### config.mk
export PLATFORM = sky130hd
export DESIGN_NAME = mr_alu_issue
export DESIGN_NICKNAME = d
export VERILOG_FILES = /design/src/rtl/mr_alu_issue.sv
export SDC_FILE = /design/constraint.sdc
export NUM_CORES = 1
export LEC_CHECK = 0
export CAP_MARGIN = 40
export CORE_ASPECT_RATIO = 0.75
export CORE_UTILIZATION = 34
export DETAILED_ROUTE_END_ITERATION = 10
export PLACE_DENSITY = 0.82
export SLEW_MARGIN = 15
export SYNTH_ARGS = -nofsm -noshare
export SYNTH_HDL_FRONTEND = slang
export SYNTH_SLANG_ARGS = --single-unit
### constraint.sdc
create_clock -name clk -period 2.8 [get_ports clk]
set_clock_uncertainty 0.15 [all_clocks]
set_input_delay 0.28 -clock clk [delete_from_list [all_inputs] [get_ports clk]]
set_output_delay 0.28 -clock clk [all_outputs]
set_load 0.1 [all_outputs]
### src/rtl/mr_alu_issue.sv
// mr_alu_issue -- issue/decode stage in front of the registered ALU (mr_alu).
//
// Accepts one RV32I OP / OP-IMM instruction plus its operand values, decodes
// it into an ALU opcode and two arguments, holds those stable while mr_alu
// computes, then offers the result on a writeback port.
//
// Ports
//   clk, rst                 clock, synchronous active-high reset
//   in_valid / in_ready      instruction handshake
//   in_insn                  raw 32-bit instruction word
//   in_rs1_val, in_rs2_val   register operands (rs2 unused for OP-IMM)
//   alu_op, alu_arg1/2       registered ALU inputs (to mr_alu)
//   alu_dest                 registered ALU result (from mr_alu)
//   wb_valid / wb_ready      writeback handshake
//   wb_rd, wb_data           destination index and result
//   wb_illegal               instruction was not a legal OP/OP-IMM

package mr_alu_pkg;
  localparam int XLEN = 32;

  typedef enum logic [3:0] {
    ALU_ADD     = 4'd0,
    ALU_SUB     = 4'd1,
    ALU_SH_L    = 4'd2,
    ALU_SH_RL   = 4'd3,
    ALU_SH_RA   = 4'd4,
    ALU_CMP_LT  = 4'd5,
    ALU_CMP_LTU = 4'd6,
    ALU_XOR     = 4'd7,
    ALU_OR      = 4'd8,
    ALU_AND     = 4'd9
  } e_aluops;
endpackage

module mr_alu_issue
  import mr_alu_pkg::*;
(
  input  logic            clk,
  input  logic            rst,
  input  logic            in_valid,
  output logic            in_ready,
  input  logic [31:0]     in_insn,
  input  logic [XLEN-1:0] in_rs1_val,
  input  logic [XLEN-1:0] in_rs2_val,
  output e_aluops         alu_op,
  output logic [XLEN-1:0] alu_arg1,
  output logic [XLEN-1:0] alu_arg2,
  input  logic [XLEN-1:0] alu_dest,
  output logic            wb_valid,
  input  logic            wb_ready,
  output logic [4:0]      wb_rd,
  output logic [XLEN-1:0] wb_data,
  output logic            wb_illegal
);

  localparam logic [6:0] OPC_OP     = 7'b0110011;
  localparam logic [6:0] OPC_OP_IMM = 7'b0010011;
  localparam logic [6:0] F7_ZERO    = 7'b0000000;
  localparam logic [6:0] F7_ALT     = 7'b0100000;

  typedef enum logic [1:0] {
    ST_IDLE = 2'd0,
    ST_EXEC = 2'd1,
    ST_WB   = 2'd2
  } e_state;

  e_state state_reg, state_next;

  e_aluops         alu_op_reg;
  logic [XLEN-1:0] alu_arg1_reg, alu_arg2_reg;
  logic [4:0]      wb_rd_reg;
  logic            wb_illegal_reg;

  // ---------------------------------------------------------------- decode
  logic [6:0]      opcode, funct7;
  logic [2:0]      funct3;
  logic            is_op, is_op_imm;
  logic [XLEN-1:0] imm_sext, src2;

  // rs1/rs2 indices are resolved by register read upstream; only the
  // operand values matter here.
  logic unused_rs1_idx;
  assign unused_rs1_idx = ^in_insn[19:15];

  assign opcode    = in_insn[6:0];
  assign funct3    = in_insn[14:12];
  assign funct7    = in_insn[31:25];
  assign is_op     = (opcode == OPC_OP);
  assign is_op_imm = (opcode == OPC_OP_IMM);
  assign imm_sext  = {{(XLEN-12){in_insn[31]}}, in_insn[31:20]};
  assign src2      = is_op ? in_rs2_val : imm_sext;

  e_aluops         dec_op;
  logic            dec_legal, dec_shift;
  logic [XLEN-1:0] dec_arg1, dec_arg2;

  always_comb begin
    dec_op    = ALU_ADD;
    dec_legal = 1'b0;
    dec_shift = 1'b0;
    dec_arg1  = '0;
    dec_arg2  = '0;

    if (is_op || is_op_imm) begin
      unique case (funct3)
        3'b000: begin
          if (is_op_imm || funct7 == F7_ZERO) begin
            dec_op    = ALU_ADD;
            dec_legal = 1'b1;
          end else if (funct7 == F7_ALT) begin
            dec_op    = ALU_SUB;
            dec_legal = 1'b1;
          end
        end
        3'b001: begin
          // SLLI uses insn[31:25] as a funct7 field too, so one check covers both.
          dec_op    = ALU_SH_L;
          dec_shift = 1'b1;
          dec_legal = (funct7 == F7_ZERO);
        end
        3'b101: begin
          dec_shift = 1'b1;
          if (funct7 == F7_ZERO) begin
            dec_op    = ALU_SH_RL;
            dec_legal = 1'b1;
          end else if (funct7 == F7_ALT) begin
            dec_op    = ALU_SH_RA;
            dec_legal = 1'b1;
          end
        end
        default: begin
          unique case (funct3)
            3'b010:  dec_op = ALU_CMP_LT;
            3'b011:  dec_op = ALU_CMP_LTU;
            3'b100:  dec_op = ALU_XOR;
            3'b110:  dec_op = ALU_OR;
            default: dec_op = ALU_AND;
          endcase
          // For OP-IMM these upper bits are immediate, not funct7.
          dec_legal = is_op_imm || (funct7 == F7_ZERO);
        end
      endcase
    end

    if (dec_legal) begin
      dec_arg1 = in_rs1_val;
      dec_arg2 = dec_shift ? {{(XLEN-5){1'b0}}, src2[4:0]} : src2;
    end else begin
      // Illegal instructions run as ADD 0,0 so the pipeline timing is uniform.
      dec_op = ALU_ADD;
    end
  end

  // ------------------------------------------------------------------- FSM
  logic in_fire;

  assign in_ready = !rst && (state_reg == ST_IDLE || (state_reg == ST_WB && wb_ready));
  assign in_fire  = in_valid && in_ready;

  always_ff @(posedge clk) begin
    if (rst) state_reg <= ST_IDLE;
    else     state_reg <= state_next;
  end

  always_comb begin
    state_next = state_reg;
    unique case (state_reg)
      ST_IDLE: if (in_fire) state_next = ST_EXEC;
      ST_EXEC: state_next = ST_WB;
      ST_WB: begin
        if (wb_ready) state_next = in_fire ? ST_EXEC : ST_IDLE;
      end
      default: state_next = ST_IDLE;
    endcase
  end

  // ------------------------------------------------- latched ALU inputs / wb
  // Held from the transfer edge until the next transfer so that alu_dest
  // stays stable for the whole writeback phase.
  always_ff @(posedge clk) begin
    if (rst) begin
      alu_op_reg     <= ALU_ADD;
      alu_arg1_reg   <= '0;
      alu_arg2_reg   <= '0;
      wb_rd_reg      <= '0;
      wb_illegal_reg <= 1'b0;
    end else if (in_fire) begin
      alu_op_reg     <= dec_op;
      alu_arg1_reg   <= dec_arg1;
      alu_arg2_reg   <= dec_arg2;
      wb_rd_reg      <= in_insn[11:7];
      wb_illegal_reg <= !dec_legal;
    end
  end

  assign alu_op     = alu_op_reg;
  assign alu_arg1   = alu_arg1_reg;
  assign alu_arg2   = alu_arg2_reg;
  assign wb_valid   = (state_reg == ST_WB);
  assign wb_rd      = wb_rd_reg;
  assign wb_illegal = wb_illegal_reg;
  assign wb_data    = (wb_illegal_reg || wb_rd_reg == 5'd0) ? '0 : alu_dest;

endmodule

==> flow_summary.yaml, run 1 <==
floorplanning:
  initial_core_util: 0.360
  coreArea_um2: 8670
  ios: 240
  dieWidth_um: 113
  die-area_um2: 9570
  num_rows: 29
  die_y_um: 85.0
clock_network:
  post_cts_buffers: 0
  clock_sink_count: 76
  cts_root_buf: "clkbuf_16"
  clk_pin_slew_ns: 0.06
  cts_resized: 0
  cts_tree: "done"
  h-tree-depth: 3
  hold_buffers: 0
  cts_made_buffers: 9
  clock_latency_ns: 0.32
  clock_path_buffers: 2
synthesis:
  synthArstFlopShare: 0
  yosys.area_share.adder: 0
  ys.flop_type: "dfxtp_1"
  avgSynthCellArea_um2: 9.54
  syn_area_um2: 3120
  synth_cell_types: 35
  synthXorXnorAreaFrac: 0
  synth-seq-cells: 76
  yosys_warnings: 0
  synth-edff-count: 0
  synthSimpleGateAreaFrac: 0.180
  synth.area.mux_share: 0.0405
  synth_compound_area_frac: 0.236
  synth_top_family_by_area: "compound AO/OA/AOI/OAI gates"
  synth-seq-area-share: 0.488
  synth.net_count: 459
  synthCells: 327
detailed_routing:
  post_drt_wl_per_cell_um: 15.5
  firstDrtPassIters: 4
  num_vias: 3317
  via_per_inst: 4.91
  ant_nets: 0
  drtIter0Drc: 115
  drc: 0
  drt_wl_total_mm: 10.5
critical_path:
  required_ns: 2.92
  critPathLaunch: "in_insn[2]"
  r2r_cells: 6
  critPathKind: "input pin to flop"
  cp_data_arrival_time_ns: 2.46
  r2r_slack_ns: 0.61
  r2r-start: "state_reg[1]"
  endpoint_kind: "flop"
  crit_path_start_kind: "input pin"
  cp_max_fo: 23
  reg2reg_to: "alu_arg1[4]"
sta:
  setup_viol: 0
  slew_headroom: 0.676
  slew_violations: 0
  setup_ws_ns: 0.460
  tns_ns: 0
  rsz0062_at_grt: "no"
  max_freq_mhz: 427
  tightest_slew_ns: 0.485
  hold_viol: 0
  period_share: 0.836
  period_needed_ns: 2.34
grt:
  grt_max_degree: 68
  antenna_found_initial: 0
  grt_pass1_vias: 3402
  grt_pass1_wl_mm: 16.5
  grt_util_all_layers: 0.219
  grt.overflow.total: 0
layout:
  final_common_cell: "clkdlybuf4s50_1"
  n_antenna_cell: 0
  final_layout_size_suffix_gt1_frac: 0.266
  area_growth_pct: 93.5
  fill_cells: 674
  mostFrequentLayoutCells: "clkdlybuf4s50_1 (126), buf_4 (85), dfxtp_1 (76), nand2_1 (41), a22o_1 (39)"
  final_nets: 694
placed_design:
  io_buffers: 234
  hpwl_mm: 8.22
  dp_slack_ns: 0.104
  place.gp.congestion: 0.809
run_status:
  status: "finished clean"
min_path:
  worstHoldPathCells: 2
  hp-start: "alu_op[0]"
  hold_path_end: "alu_op[0]"
  hold_class: "flop to flop"
power_and_ir_drop:
  ir_worst_vdd_mv: 0.395
  leakage_uw: 0.00251
  pwr_density_cell_nw_per_um2: 558
job:
  maxCapViolCount: 0
## final cells by class
class,count,area (um^2),area share
Clock buffer,10,229,0.0379
Clock inverter,6,65.1,0.0108
Inverter,5,18.8,0.00311
Multi-Input combinational cell,223,1450,0.240
Sequential cell,76,1520,0.252
Tap cell,108,135,0.0224
Timing Repair Buffer,247,2620,0.434
## where the power goes
part / leakage (uW) / switching [uW] / internal [uW]
sequential: 0.000613 / 8.11 / 1090
clock: 0.000142 / 449 / 690
combinational: 0.00175 / 683 / 447
total: 0.00251 / 1140 / 2230
## worst max path at each step
stage / slack, ns / cells past startpoint / to
after floorplan: 0.005 / 4 / wb_data[10]
after global placement: 0.13 / 7 / alu_arg1[10]
after detailed placement: 0.10 / 7 / alu_arg1[4]
after CTS: 0.45 / 7 / alu_arg1[4]
after global routing: 0.35 / 7 / alu_arg1[11]
final: 0.46 / 7 / alu_arg1[4]
## metal layers
metal / GRT usage / vias up / wire [um]
met5: 0 / - / 0
met4: 0.0958 / 0 / 235
met3: 0.0779 / 23 / 825
met2: 0.375 / 142 / 5140
met1: 0.248 / 1524 / 4250
li1: - / 1628 / -
## synthesized netlist by cell type, types with 2 or more instances
master	n	area, um^2
o21ai_0	14	70.1
clkbuf_1	14	52.6
a22o_1	39	342
dfxtp_1	76	1520
nand3_1	5	25.0
mux2i_1	7	70.1
nand2_1	41	154
o21ai_1	20	100
and2_1	33	206
a21oi_1	24	120
nor2b_1	3	18.8
mux2_2	5	56.3
nor3_1	4	20.0
buf_6	3	33.8
inv_1	5	18.8
nand2b_1	3	18.8
o2111ai_1	2	17.5
nor2_1	9	33.8
buf_8	4	60.1
## metrics by stage
| stage | cells | hold WS [ns] | util | instance area [um^2] | power [uW] |
|---|---|---|---|---|---|
| after global placement | 659 | 0.279 | 0.662 | 5740 | 2240 |
| after global routing | 675 | 0.325 | 0.696 | 6040 | 3480 |
| after floorplan | 327 | 0.202 | - | 3130 | 1750 |
| after detailed placement | 659 | 0.294 | 0.662 | 5740 | 2250 |
| final | 675 | 0.293 | 0.696 | 6040 | 3370 |
| after CTS | 675 | 0.302 | 0.696 | 6040 | 3400 |
## worst max-delay path, stage by stage
cell	delay, ns
clkdlybuf4s50_1	0.39
nand4bb_1	0.31
or4b_2	0.69
nand4b_1	0.17
and2_1	0.27
buf_12	0.19
a22o_1	0.14
## cell families after synthesis
family | count (synthesis)
compound gates | 105
simple gates | 106
mux | 12
buf+inv | 28
flops | 76
(Power assumes the default switching activity.)
==> run 2, diff against run 1 <==
--- a/config.mk
+++ b/config.mk
@@ -7,9 +7,9 @@
 export LEC_CHECK = 0
 export CAP_MARGIN = 40
 export CORE_ASPECT_RATIO = 0.75
-export CORE_UTILIZATION = 34
+export CORE_UTILIZATION = 30
 export DETAILED_ROUTE_END_ITERATION = 10
-export PLACE_DENSITY = 0.82
+export PLACE_DENSITY = 0.77
 export SLEW_MARGIN = 15
 export SYNTH_ARGS = -nofsm -noshare
 export SYNTH_HDL_FRONTEND = slang
==> constraint.sdc (replaced) <==
create_clock -name clk -period 1.9 [get_ports clk]
set_clock_uncertainty 0.15 [all_clocks]
set_input_delay 0.19 -clock clk [delete_from_list [all_inputs] [get_ports clk]]
set_output_delay 0.19 -clock clk [all_outputs]
set_load 0.1 [all_outputs]
==> flow_summary.yaml, run 2 (same netlist as run 1, synthesis figures left out) <==
detailed_routing:
  drc: 0
  firstDrtPassIters: 4
  drtIter0Drc: 140
  ant_nets: 0
  via_per_inst: 4.75
  num_vias: 3483
  drt_wl_total_mm: 12.3
  post_drt_wl_per_cell_um: 16.7
layout:
  n_antenna_cell: 0
  final_layout_size_suffix_gt1_frac: 0.396
  final_nets: 728
  fin_util: 0.689
  fill_cells: 750
  area_growth_pct: 118
  seq_area_um2: 1540
  multiInputGateArea_um2: 1620
  mostFrequentLayoutCells: "clkdlybuf4s50_1 (124), buf_4 (100), dfxtp_1 (69), buf_12 (43), nand2_1 (41)"
  final_common_cell: "clkdlybuf4s50_1"
placed_design:
  hpwl_mm: 8.96
  io_buffers: 234
  place.gp.congestion: 0.807
floorplanning:
  die-area_um2: 10800
  coreArea_um2: 9890
  initial_core_util: 0.315
  num_rows: 31
  die_y_um: 90.3
  ios: 240
  dieWidth_um: 120
clock_network:
  cts_root_buf: "clkbuf_16"
  hold_buffers: 0
  clock_sink_count: 76
  cts_tree: "done"
  cts_made_buffers: 9
  clk_pin_slew_ns: 0.06
  clock_path_buffers: 2
  h-tree-depth: 3
  clock_latency_ns: 0.32
power_and_ir_drop:
  seqPwrFrac: 0.300
  p_comb_frac: 0.352
  p_clk_frac: 0.348
  p_sw_frac: 0.318
  power_switching_uw: 1720
  pwr_density_cell_nw_per_um2: 792
  leakage_uw: 0.00288
  ir_worst_vdd_mv: 0.483
  cellInternalPower_uw: 3680
grt:
  grt_pass1_wl_mm: 18.3
  grt_pass1_vias: 3494
  grt.overflow.total: 0
  antenna_found_initial: 0
  grt_max_degree: 33
  grt_util_all_layers: 0.215
critical_path:
  critPathKind: "input pin to flop"
  endpoint_kind: "flop"
  cp_max_fo: 5
  required_ns: 2.02
  crit_path_start_kind: "input pin"
  cp_data_arrival_time_ns: 2.16
sta:
  hold_viol: 0
  setup_viol: 68
  tns_ns: -6.99
  setup_ws_ns: -0.145
  rsz0062_at_grt: "yes"
  max_freq_mhz: 489
  period_needed_ns: 2.04
  period_share: 1.08
  slew_violations: 0
  slew_headroom: 0.798
  tightest_slew_ns: 0.302
run_status:
  status: "complete, but fails checks"
  violations: "negative setup slack"
min_path:
  hold_class: "input pin to flop"
job:
  maxCapViolCount: 0
[run 2: changes by cell type in the layout (fill, tap and decap cells not counted), sizes merged]
cell / delta
clkinv: -3
clkinvlp: -1
dlygate4sd2: +1
clkdlybuf4s50: -2
buf: +29
clkbuf: +9
dlymetal6s2s: +1
[run 2: per-layer routing]
| layer | share of wire | track usage | up-vias |
|---|---|---|---|
| li1 | - | - | 1699 |
| met1 | 0.40 | 0.237 | 1633 |
| met2 | 0.52 | 0.393 | 137 |
| met3 | 0.070 | 0.0600 | 14 |
| met4 | 0.016 | 0.0750 | 0 |
| met5 | 0 | 0 | - |
[run 2: power by group through the flow]
stage               Sequential [uW]  Combinational [uW]  Clock [uW]
global route                   1620                1960        1990
floorplan                      1730                 926           0
global placement               1650                1800           0
CTS                            1620                1830        1910
detailed placement             1650                1820           0
finish                         1620                1900        1880
[run 2: area by class of cell]
type,instances,share of cell area
sequential,76,0.226
clock inverter,2,0.00514
inverter,5,0.00275
multi-input combinational,223,0.238
clock buffer,14,0.0450
tap,132,0.0242
timing repair buffer,281,0.459
[run 2: worst max-delay path, cell delays in order]
cell and delay [ns]:
clkdlybuf4s50_1 0.47, nor4_4 0.36, nand2_1 0.17, a311oi_4 0.33, and2_4 0.24, buf_12 0.14, clkbuf_16 0.15, a22o_1 0.11
[run 2: final timing paths]
kind / cells after the start / endpoint / slack (ns) / from
worst min register to register: 2 / alu_arg2[6] / 0.30 / alu_arg2[6]
worst max register to register: 7 / alu_arg1[17] / -0.14 / state_reg[1]
worst min-delay path: 4 / state_reg[1] / 0.26 / wb_ready
worst max-delay path: 8 / alu_arg1[17] / -0.14 / in_insn[26]
[run 2: what timing repair did]
item,CTS,global route
endpoints found under the setup margin,98,71
gates cloned,3,5
gates resized for setup,16,25
setup buffers,5,1
pin swaps,3,35
[run 2: per-stage QoR]
step / cells / hold WS, ns / total power, uW / setup slack [ns] / cell area [um^2]
2_1_floorplan: 327 / 0.105 / 2660 / -0.0905 / 3230
3_3_place_gp: 704 / 0.280 / 3450 / -0.573 / 6100
3_5_place_dp: 704 / 0.292 / 3470 / -0.665 / 6100
4_1_cts: 728 / 0.256 / 5360 / -0.122 / 6620
5_1_grt: 733 / 0.298 / 5570 / -0.207 / 6820
6_report: 733 / 0.257 / 5400 / -0.145 / 6820
